[src/rtl/rgmii_pkg.sv]
// Shared types and helpers for the RGMII transmit sequencer.
package rgmii_pkg;

    typedef enum logic [1:0] {
        SPEED_10M  = 2'b00,
        SPEED_100M = 2'b01,
        SPEED_1G   = 2'b10
    } speed_e;

    typedef struct packed {
        logic       er;
        logic       en;
        logic [7:0] d;
    } gmii_byte_t;

    localparam logic [1:0] PAT_1G = 2'b01;

    // Both 2'b10 and 2'b11 request 1000M; fold them onto one encoding.
    function automatic speed_e norm_speed(input logic [1:0] s);
        speed_e r;
        if (s[1])
            r = SPEED_1G;
        else if (s[0])
            r = SPEED_100M;
        else
            r = SPEED_10M;
        return r;
    endfunction

    function automatic int unsigned ceil_half(input int unsigned p);
        return (p + 1) / 2;
    endfunction

endpackage

[src/rtl/rgmii_tx_period_cnt.sv]
// RGMII clock period counter: tracks position within a period and the nibble
// phase within a byte slot, and exposes the next-cycle level/phase for output regs.
module rgmii_tx_period_cnt
    import rgmii_pkg::*;
#(
    parameter int CNT_W = 6
) (
    input  logic             clk,
    input  logic             rst_n,
    input  logic [CNT_W:0]   period,
    input  logic             restart,
    output logic             slot_end,
    output logic             phase_nxt,
    output logic             level_nxt
);

    logic [CNT_W-1:0] cnt;
    logic [CNT_W-1:0] cnt_nxt;
    logic             phase;
    logic             period_end;

    assign period_end = ({1'b0, cnt} == (period - 1'b1));
    assign slot_end   = period_end && phase;

    always_comb begin
        cnt_nxt   = cnt + 1'b1;
        phase_nxt = phase;
        if (restart) begin
            cnt_nxt   = '0;
            phase_nxt = 1'b0;
        end else if (period_end) begin
            cnt_nxt   = '0;
            phase_nxt = ~phase;
        end
    end

    // Low for the first ceil(P/2) cycles so odd periods never shorten the low half.
    assign level_nxt = (32'(cnt_nxt) >= ceil_half(32'(period)));

    always_ff @(posedge clk) begin
        if (!rst_n) begin
            cnt   <= '0;
            phase <= 1'b0;
        end else begin
            cnt   <= cnt_nxt;
            phase <= phase_nxt;
        end
    end

endmodule

[src/rtl/rgmii_tx_rate_seq.sv]
// RGMII transmit sequencer: turns GMII bytes into ODDR data/ctl/clock patterns
// at 10/100/1000M, switching speed only on byte-slot boundaries.
module rgmii_tx_rate_seq
    import rgmii_pkg::*;
#(
    parameter int DIV_10M  = 50,
    parameter int DIV_100M = 5,
    parameter int CNT_W    = $clog2(DIV_10M)
) (
    input  logic       clk,
    input  logic       rst_n,
    input  logic [1:0] speed_i,
    input  logic [7:0] mac_txd_i,
    input  logic       mac_tx_en_i,
    input  logic       mac_tx_er_i,
    output logic       mac_tx_clk_en_o,
    output logic [1:0] tx_clk_pat_o,
    output logic [3:0] txd_d1_o,
    output logic [3:0] txd_d2_o,
    output logic       tx_ctl_d1_o,
    output logic       tx_ctl_d2_o,
    output logic [1:0] speed_active_o,
    output logic       speed_busy_o
);

    localparam logic [CNT_W:0] P_10M  = DIV_10M[CNT_W:0];
    localparam logic [CNT_W:0] P_100M = DIV_100M[CNT_W:0];

    speed_e     active_q, req_q, active_n, spd_req;
    logic       first_q;
    gmii_byte_t byte_q, byte_n;
    logic [3:0] nib;
    logic       strobe, restart;
    logic       slot_end, phase_nxt, level_nxt;
    logic [CNT_W:0] period;

    logic [1:0] pat_q;
    logic [3:0] d1_q, d2_q;
    logic       ctl1_q, ctl2_q;

    assign period = (active_q == SPEED_10M) ? P_10M : P_100M;

    rgmii_tx_period_cnt #(.CNT_W(CNT_W)) u_cnt (
        .clk       (clk),
        .rst_n     (rst_n),
        .period    (period),
        .restart   (restart),
        .slot_end  (slot_end),
        .phase_nxt (phase_nxt),
        .level_nxt (level_nxt)
    );

    // Byte handshake: when mac_tx_clk_en_o is high the MAC byte on
    // mac_txd_i/en/er is taken at the coming edge and the MAC must advance.
    assign strobe = !first_q && ((active_q == SPEED_1G) || slot_end);

    always_comb begin
        spd_req  = norm_speed(speed_i);
        active_n = active_q;
        if (first_q) begin
            active_n = spd_req;
        end else if (active_q == SPEED_1G) begin
            // Needs the mismatch on two consecutive samples, so a one-cycle blip is dropped.
            if ((req_q != active_q) && (spd_req != active_q))
                active_n = spd_req;
        end else if (slot_end && (spd_req != active_q)) begin
            active_n = spd_req;
        end

        restart = first_q || (active_n != active_q) || (active_n == SPEED_1G);

        if (first_q)
            byte_n = '0;
        else if (strobe)
            byte_n = '{er: mac_tx_er_i, en: mac_tx_en_i, d: mac_txd_i};
        else
            byte_n = byte_q;

        nib = phase_nxt ? byte_n.d[7:4] : byte_n.d[3:0];
    end

    always_ff @(posedge clk) begin
        if (!rst_n) begin
            first_q  <= 1'b1;
            active_q <= SPEED_1G;
            req_q    <= SPEED_1G;
            byte_q   <= '0;
            pat_q    <= '0;
            d1_q     <= '0;
            d2_q     <= '0;
            ctl1_q   <= 1'b0;
            ctl2_q   <= 1'b0;
        end else begin
            first_q  <= 1'b0;
            active_q <= active_n;
            req_q    <= spd_req;
            byte_q   <= byte_n;
            if (active_n == SPEED_1G) begin
                pat_q  <= PAT_1G;
                d1_q   <= byte_n.d[3:0];
                d2_q   <= byte_n.d[7:4];
                ctl1_q <= byte_n.en;
                ctl2_q <= byte_n.en ^ byte_n.er;
            end else begin
                pat_q  <= {2{level_nxt}};
                d1_q   <= nib;
                d2_q   <= nib;
                ctl1_q <= level_nxt ? byte_n.en : (byte_n.en ^ byte_n.er);
                ctl2_q <= level_nxt ? byte_n.en : (byte_n.en ^ byte_n.er);
            end
        end
    end

    assign mac_tx_clk_en_o = strobe;
    assign tx_clk_pat_o    = pat_q;
    assign txd_d1_o        = d1_q;
    assign txd_d2_o        = d2_q;
    assign tx_ctl_d1_o     = ctl1_q;
    assign tx_ctl_d2_o     = ctl2_q;
    assign speed_active_o  = active_q;
    assign speed_busy_o    = (req_q != active_q);

endmodule

[config.mk]
export PLATFORM = sky130hd
export DESIGN_NAME = rgmii_tx_rate_seq
export DESIGN_NICKNAME = d
export VERILOG_FILES = /design/src/rtl/rgmii_pkg.sv /design/src/rtl/rgmii_tx_period_cnt.sv /design/src/rtl/rgmii_tx_rate_seq.sv
export SDC_FILE = /design/constraint.sdc
export NUM_CORES = 1
export LEC_CHECK = 0
export CAP_MARGIN = 10
export CORE_ASPECT_RATIO = 0.9
export CORE_MARGIN = 2
export CORE_UTILIZATION = 51
export DETAILED_ROUTE_END_ITERATION = 8
export HOLD_SLACK_MARGIN = 0.06
export PLACE_DENSITY = 0.8
export SETUP_SLACK_MARGIN = 0.02
export SYNTH_ARGS = -nofsm -noshare
export SYNTH_HDL_FRONTEND = slang
export SYNTH_HIERARCHICAL = 1
export SYNTH_SLANG_ARGS = --single-unit
[constraint.sdc]
create_clock -name clk -period 11.61 [get_ports clk]
set_clock_uncertainty 0.1 [all_clocks]
set_input_delay 1.161 -clock clk [delete_from_list [all_inputs] [get_ports clk]]
set_output_delay 1.161 -clock clk [all_outputs]
set_load 0.1 [all_outputs]
Word level (Yosys, flattened, before mapping):

Cells that the tools add are included.
Widths: inputs -> output; s select.

* bits in registers: 34
* output and inout bits: 16

* add/sub/neg operators: 3
* magnitude comparators: 1
* eq/ne operators: 6
* muxes and demuxes: 21
* bitwise operators: 3
* reductions and logical operators: 10

Operators with widths (count)
* $mux 10: 2
* $mux 6: 3
* $mux 4: 3
* $mux 2: 5
* $mux 1: 8
* $add 6x1->7 const B: 1
* $eq 6x7->1: 1
* $sub 6x1->7 const B: 1
* $add 6x1->6 const B: 1
* $ge 6x6->1: 1
* $ne 2x2->1: 3
* $eq 2x2->1 const B: 2
* $logic_and 1x1->1: 4
* $logic_or 1x1->1: 3
* $logic_not 2->1: 1
* $not 1->1: 2
* $reduce_or 2->1: 1
* $logic_not 1->1: 1
* $xor 1x1->1: 1

Depth between registers and ports, before layout:

* word-level depth: 16
* gate-level depth with buffers: 25

By module:

Netlist, hierarchy kept.

By module, submodules not included
* rgmii_tx_rate_seq: instances 1, cells an instance 117, area an instance 1123.6 um2, seq. area each 540.5 um2
* rgmii_tx_period_cnt: instances 1, cells an instance 99, area an instance 838.3 um2, seq. area each 140.1 um2

Worst setup path before layout:

Ideal clock, no wire load.

* kind: register to output
* start point: register active_q[0], in the netlist speed_active_o[0]
* end point: output port mac_tx_clk_en_o
* arrival: 4.961 ns
* slack: 5.388 ns
* cell stages (with the launch flop): 16
* buffers on the path: 4
* cells stage by stage: dfxtp_1 buf_2 or2_2 inv_1 clkbuf_1 inv_1 ha_1 o21ba_2 o21a_1 nor4_2 a2111oi_4 buf_6 ha_1 clkbuf_1 nor2_1 nor2_1

* word-level cells in the longest chain between the ends: 7

RTL lines
* start: declaration: RTL line rgmii_tx_rate_seq.sv:29 `speed_e active_q, req_q, active_n, spd_req;`
* start signal: assignment: RTL line rgmii_tx_rate_seq.sv:95 `active_q <= active_n;`
* $logic_not 2->1: RTL line rgmii_tx_rate_seq.sv:41 `assign period = (active_q == SPEED_10M) ? P_10M : P_100M;`
* $mux 6: RTL line rgmii_tx_rate_seq.sv:41
* net period[0]: RTL line rgmii_tx_rate_seq.sv:35 `logic [CNT_W:0] period;`
* $sub 6x1->7: RTL line rgmii_tx_period_cnt.sv:22 `assign period_end = ({1'b0, cnt} == (period - 1'b1));`
* $eq 6x7->1: RTL line rgmii_tx_period_cnt.sv:22
* $logic_and 1x1->1: RTL line rgmii_tx_period_cnt.sv:23 `assign slot_end = period_end && phase;`
* net slot_end: RTL line rgmii_tx_rate_seq.sv:34 `logic slot_end, phase_nxt, level_nxt;`
* $logic_or 1x1->1: RTL line rgmii_tx_rate_seq.sv:55 `assign strobe = !first_q && ((active_q == SPEED_1G) || slot_end);`
* $logic_and 1x1->1: RTL line rgmii_tx_rate_seq.sv:55
* end: declaration: RTL line rgmii_tx_rate_seq.sv:16 `output logic mac_tx_clk_en_o,`

The timed path passes the listed nets, and every way through them passes these cells.

Worst setup path after layout:

Ends and elaborated chain as after synthesis.

==> summary by stage <==
Critical path
The peak fanout along the critical path is 22. The worst register-to-register path has a depth of 20. STA puts the critical path data arrival time at 5160 ps. STA classifies the critical path endpoint as an output port. The nature of the critical path startpoint is a register.

The worst setup path is of the register to output port kind. The required time of the worst setup path is 10350 ps. For flop-to-flop paths, the worst setup slack is 5490 ps. The endpoint of the worst register-to-register path is tx_ctl_d1_o. The launching point of the worst reg2reg path is speed_active_o[0].

Route
Wires add up to 3740 µm. The first routing iteration left 102 violations. In the routed design, unresolved DRC markers number 0. After detailed routing, the average wire length per cell comes to 12.9 µm. The routed via count divided by cell count is 5.24. The total via count in the routed design is 1520. The count of antenna-violating nets left after detailed routing is 0. The first TritonRoute pass finished after 4 iterations.

Yosys
Of the total synthesized cell area, the portion taken by full adders, half adders and majority gates is 0.0638. The post-synthesis instance area is 1960 µm². The share of synthesized area spent on multiplexers is 0.0682. The fraction of the mapped netlist area in simple logic gates is 0.239. Counting instances in the post-synthesis netlist gives the leading cell types as dfxtp_1, nand3_1, o21ai_0. Among all flip-flop cells after synthesis, the most frequent one is dfxtp_1. The complex-gate fraction of the synthesized area is 0.142. In this run, synthesis inferred 0 flip-flops with an integrated enable.

Counting flops and latches in the post-synthesis netlist gives 34. The top cell type by total area after synthesis is dfxtp_1. Synthesis produced a netlist whose cell count is 216. The most frequent cell after synthesis is dfxtp_1. The number of synthesis warnings is 6.

The main combinational cell family by area after synthesis is simple AND/OR/NAND/NOR gates. The post-synthesis xor/xnor area fraction is 0.0893. Of all flip-flops after synthesis, the portion carrying an async set or reset was 0. The number of different library cells used by synthesis comes to 53.

The share of synthesized area occupied by flip-flops and latches is 0.347. The average cell area after synthesis is 9.08 µm². By area the synthesized netlist is led by dfxtp_1, ha_1, xor2_1.

The area share of the leading cell type in the synthesized netlist is 0.347.

CTS
Buffers inserted during clock tree synthesis total 5. The number of buffers inserted for hold repair after clock tree synthesis is 0. The clock-pin slew of the registers on the worst-case setup and hold paths is 70 ps.

For this design, the sink count on the clock tree is 34. TritonCTS built the clock tree. The clock tree synthesis step divided the H-tree into 2 levels. The clock network latency to the later pin of the worst-skew pair is 280 ps. The tree is rooted in a clkbuf_8. The setup fix buffers added after clock tree synthesis is 0. The count of instances resized after the clock tree is built is 0. In this run the deepest clock path goes through 2 buffers.

Hold path
The worst hold path belongs to the class register to register. In this run the most critical hold path is launched from byte_q[9]. The worst hold path was traced through 2 stages.

The worst hold path terminates at byte_q[9].

Pwr
The power density over the cells is 134 nW/µm². Summed over all cells, the static leakage comes to 0.000941 µW. IR analysis of the VDD net gives a maximum drop of 0.0000998 V.

STA
In the final timing run, aggregate negative setup slack is 0 ps. The time the final worst path needs with I/O delays and setup is 6420 ps. Setup violations remaining at the end of the flow were counted as 0. Setup repair after global routing left no endpoint under its margin. The final worst-path cycle share is 0.553. Across all setup checks in the final design, the least slack found is 5190 ps. The total count of hold-check failures in the final report is 0. The number of pins exceeding their max-slew limit in the final report was 0. Derived from the worst setup path, the maximum achievable clock frequency is 156 MHz.

Measured against its own limit, the worst slew margin works out to 0.339. At the pin with the least slew margin, the transition time is 988 ps.

Layout
The number of nets in the final layout is 268. The finished cells cover 2370 µm². Fill cells in the final layout number 328. In the final layout, flip-flops and latches occupy 681 µm². The share of layout cells above drive strength 1 is 0.0943. The core utilization of the finished layout is 0.639. The multi-input combinational cells in the finished layout cover a total of 1200 µm². The repair_antennas step left the layout with diodes totalling 0. Relative to the synthesized area, the layout overhead comes to 20.6%. The final cell count without fillers is 290.

Floorplanning
After floorplanning, the core was sized to cover 3700 µm². The number of core rows is 21. The die extent in x is 69.4 µm.

The number of primary I/O pins is 30. In this run the vertical extent of the chip is 62.8 µm. The full die area is 4360 µm². For this configuration, the core starts out at a cell density of 0.530.

Place
The count of input and output buffers is 29. The congestion estimate from routability-driven global placement came to 0.815. Summing all placed instances gives a cell area of 2250 µm². The placed wire-length estimate after detailed placement is 2820 µm. The placed cell count is 283. The setup slack after placement is 5500 ps.

GRT
The via count of the first global-routing pass was 1423. The number of antenna violations at the first check in global routing is 0. The first-pass GRT wire length is 6500 µm.

Global routing finished with a remaining overflow of 0. The largest net degree at the start of global routing is 23. The overall routing resource usage is 0.184.

Outcome
The run finished with clean final reports.

Run
The max-cap violation count is 0.
-- metal layers --
| metal | part of all wire | global-route usage | up-vias |
|---|---|---|---|
| li1 | - | - | 804 |
| met1 | 0.51 | 0.270 | 676 |
| met2 | 0.42 | 0.262 | 35 |
| met3 | 0.062 | 0.0548 | 5 |
| met4 | 0.0067 | 0.0441 | 0 |
| met5 | 0 | 0 | - |
-- worst max-delay path, stage by stage, from the launching register on --
cell and delay [ps]:
dfxtp_1 410, or2_2 510, inv_1 530, inv_1 100
ha_1 260, o21ba_2 250, o21a_1 110, nor4_2 50
a2111oi_4 670, ha_1 550, nor2_1 160, nor2_1 120
clkdlybuf4s50_1 1130
-- power by group --
part | total (µW) | internal (µW) | switching [µW]
clock network | 109 | 68.6 | 40.2
registers | 126 | 122 | 3.61
logic | 83.3 | 27.7 | 55.6
total | 318 | 218 | 99.4
-- final cells by class --
type | count | area share
inverters | 6 | 0.00952
flip-flops and latches | 34 | 0.288
repair buffers | 29 | 0.123
well taps | 46 | 0.0243
clock buffers | 6 | 0.0349
clock inverters | 1 | 0.0127
multi-input cells | 168 | 0.508
-- logic make-up after synthesis --
family          after synthesis
simple gates                 78
compound gates               42
flops                        34
xor+xnor                     20
buf+inv                      19
mux                          12
fa+ha+maj                    10
other cells                   1
-- cell usage in the layout (no fill, tap or decap), types with 2 or more instances in the layout --
| cell | netlist | routed |
|---|---|---|
| xnor2_1 | 8 | 8 |
| o21ai_0 | 15 | 15 |
| inv_1 | 5 | 5 |
| dfxtp_1 | 34 | 34 |
| or2_2 | 2 | 2 |
| conb_1 | 1 | 6 |
| nor3b_1 | 2 | 2 |
| mux2_1 | 9 | 9 |
| nor2b_1 | 3 | 3 |
| nand3_1 | 16 | 16 |
| a21o_1 | 2 | 2 |
| ha_1 | 10 | 10 |
| nor3_1 | 11 | 11 |
| and2_1 | 3 | 3 |
| a21oi_1 | 13 | 13 |
| xor2_1 | 12 | 12 |
| clkbuf_8 | 0 | 6 |
| nand2b_1 | 5 | 5 |
| o31ai_1 | 2 | 2 |
| nand2_1 | 9 | 9 |
| nor2_1 | 10 | 10 |
| nand3b_1 | 2 | 2 |
| and3_1 | 2 | 2 |
| mux2_2 | 2 | 2 |
| clkdlybuf4s50_1 | 0 | 29 |
-- worst max-delay path by stage --
| stage | startpoint | endpoint | slack, ps | depth (start not counted) |
|---|---|---|---|---|
| after global routing | speed_active_o[0] | mac_tx_clk_en_o | 4790 | 12 |
| final | speed_active_o[0] | mac_tx_clk_en_o | 5190 | 12 |
| after CTS | speed_active_o[0] | mac_tx_clk_en_o | 5190 | 12 |
| after global placement | speed_active_o[0] | mac_tx_clk_en_o | 5570 | 12 |
| after detailed placement | speed_active_o[0] | mac_tx_clk_en_o | 5500 | 12 |
| after floorplan | speed_active_o[0] | mac_tx_clk_en_o | 5390 | 15 |
-- state kept, by name, summed over array words and instances, names as in the netlist --
| signal | cells |
|---|---|
| speed_active_o | 2 |
| txd_d2_o | 4 |
| u_cnt/cnt | 6 |
| first_q | 1 |
| tx_ctl_d2_o | 1 |
| tx_ctl_d1_o | 1 |
| u_cnt/phase | 1 |
| txd_d1_o | 4 |
| req_q | 2 |
| tx_clk_pat_o | 2 |
| byte_q | 10 |
-- metrics by stage --
stage / hold WS (ps) / power (µW)
6_report: 380 / 318
5_1_grt: 435 / 332
4_1_cts: 377 / 320
3_5_place_dp: 369 / 211
3_3_place_gp: 368 / 211
2_1_floorplan: 345 / 195
Power figures use the tool's default switching activity.
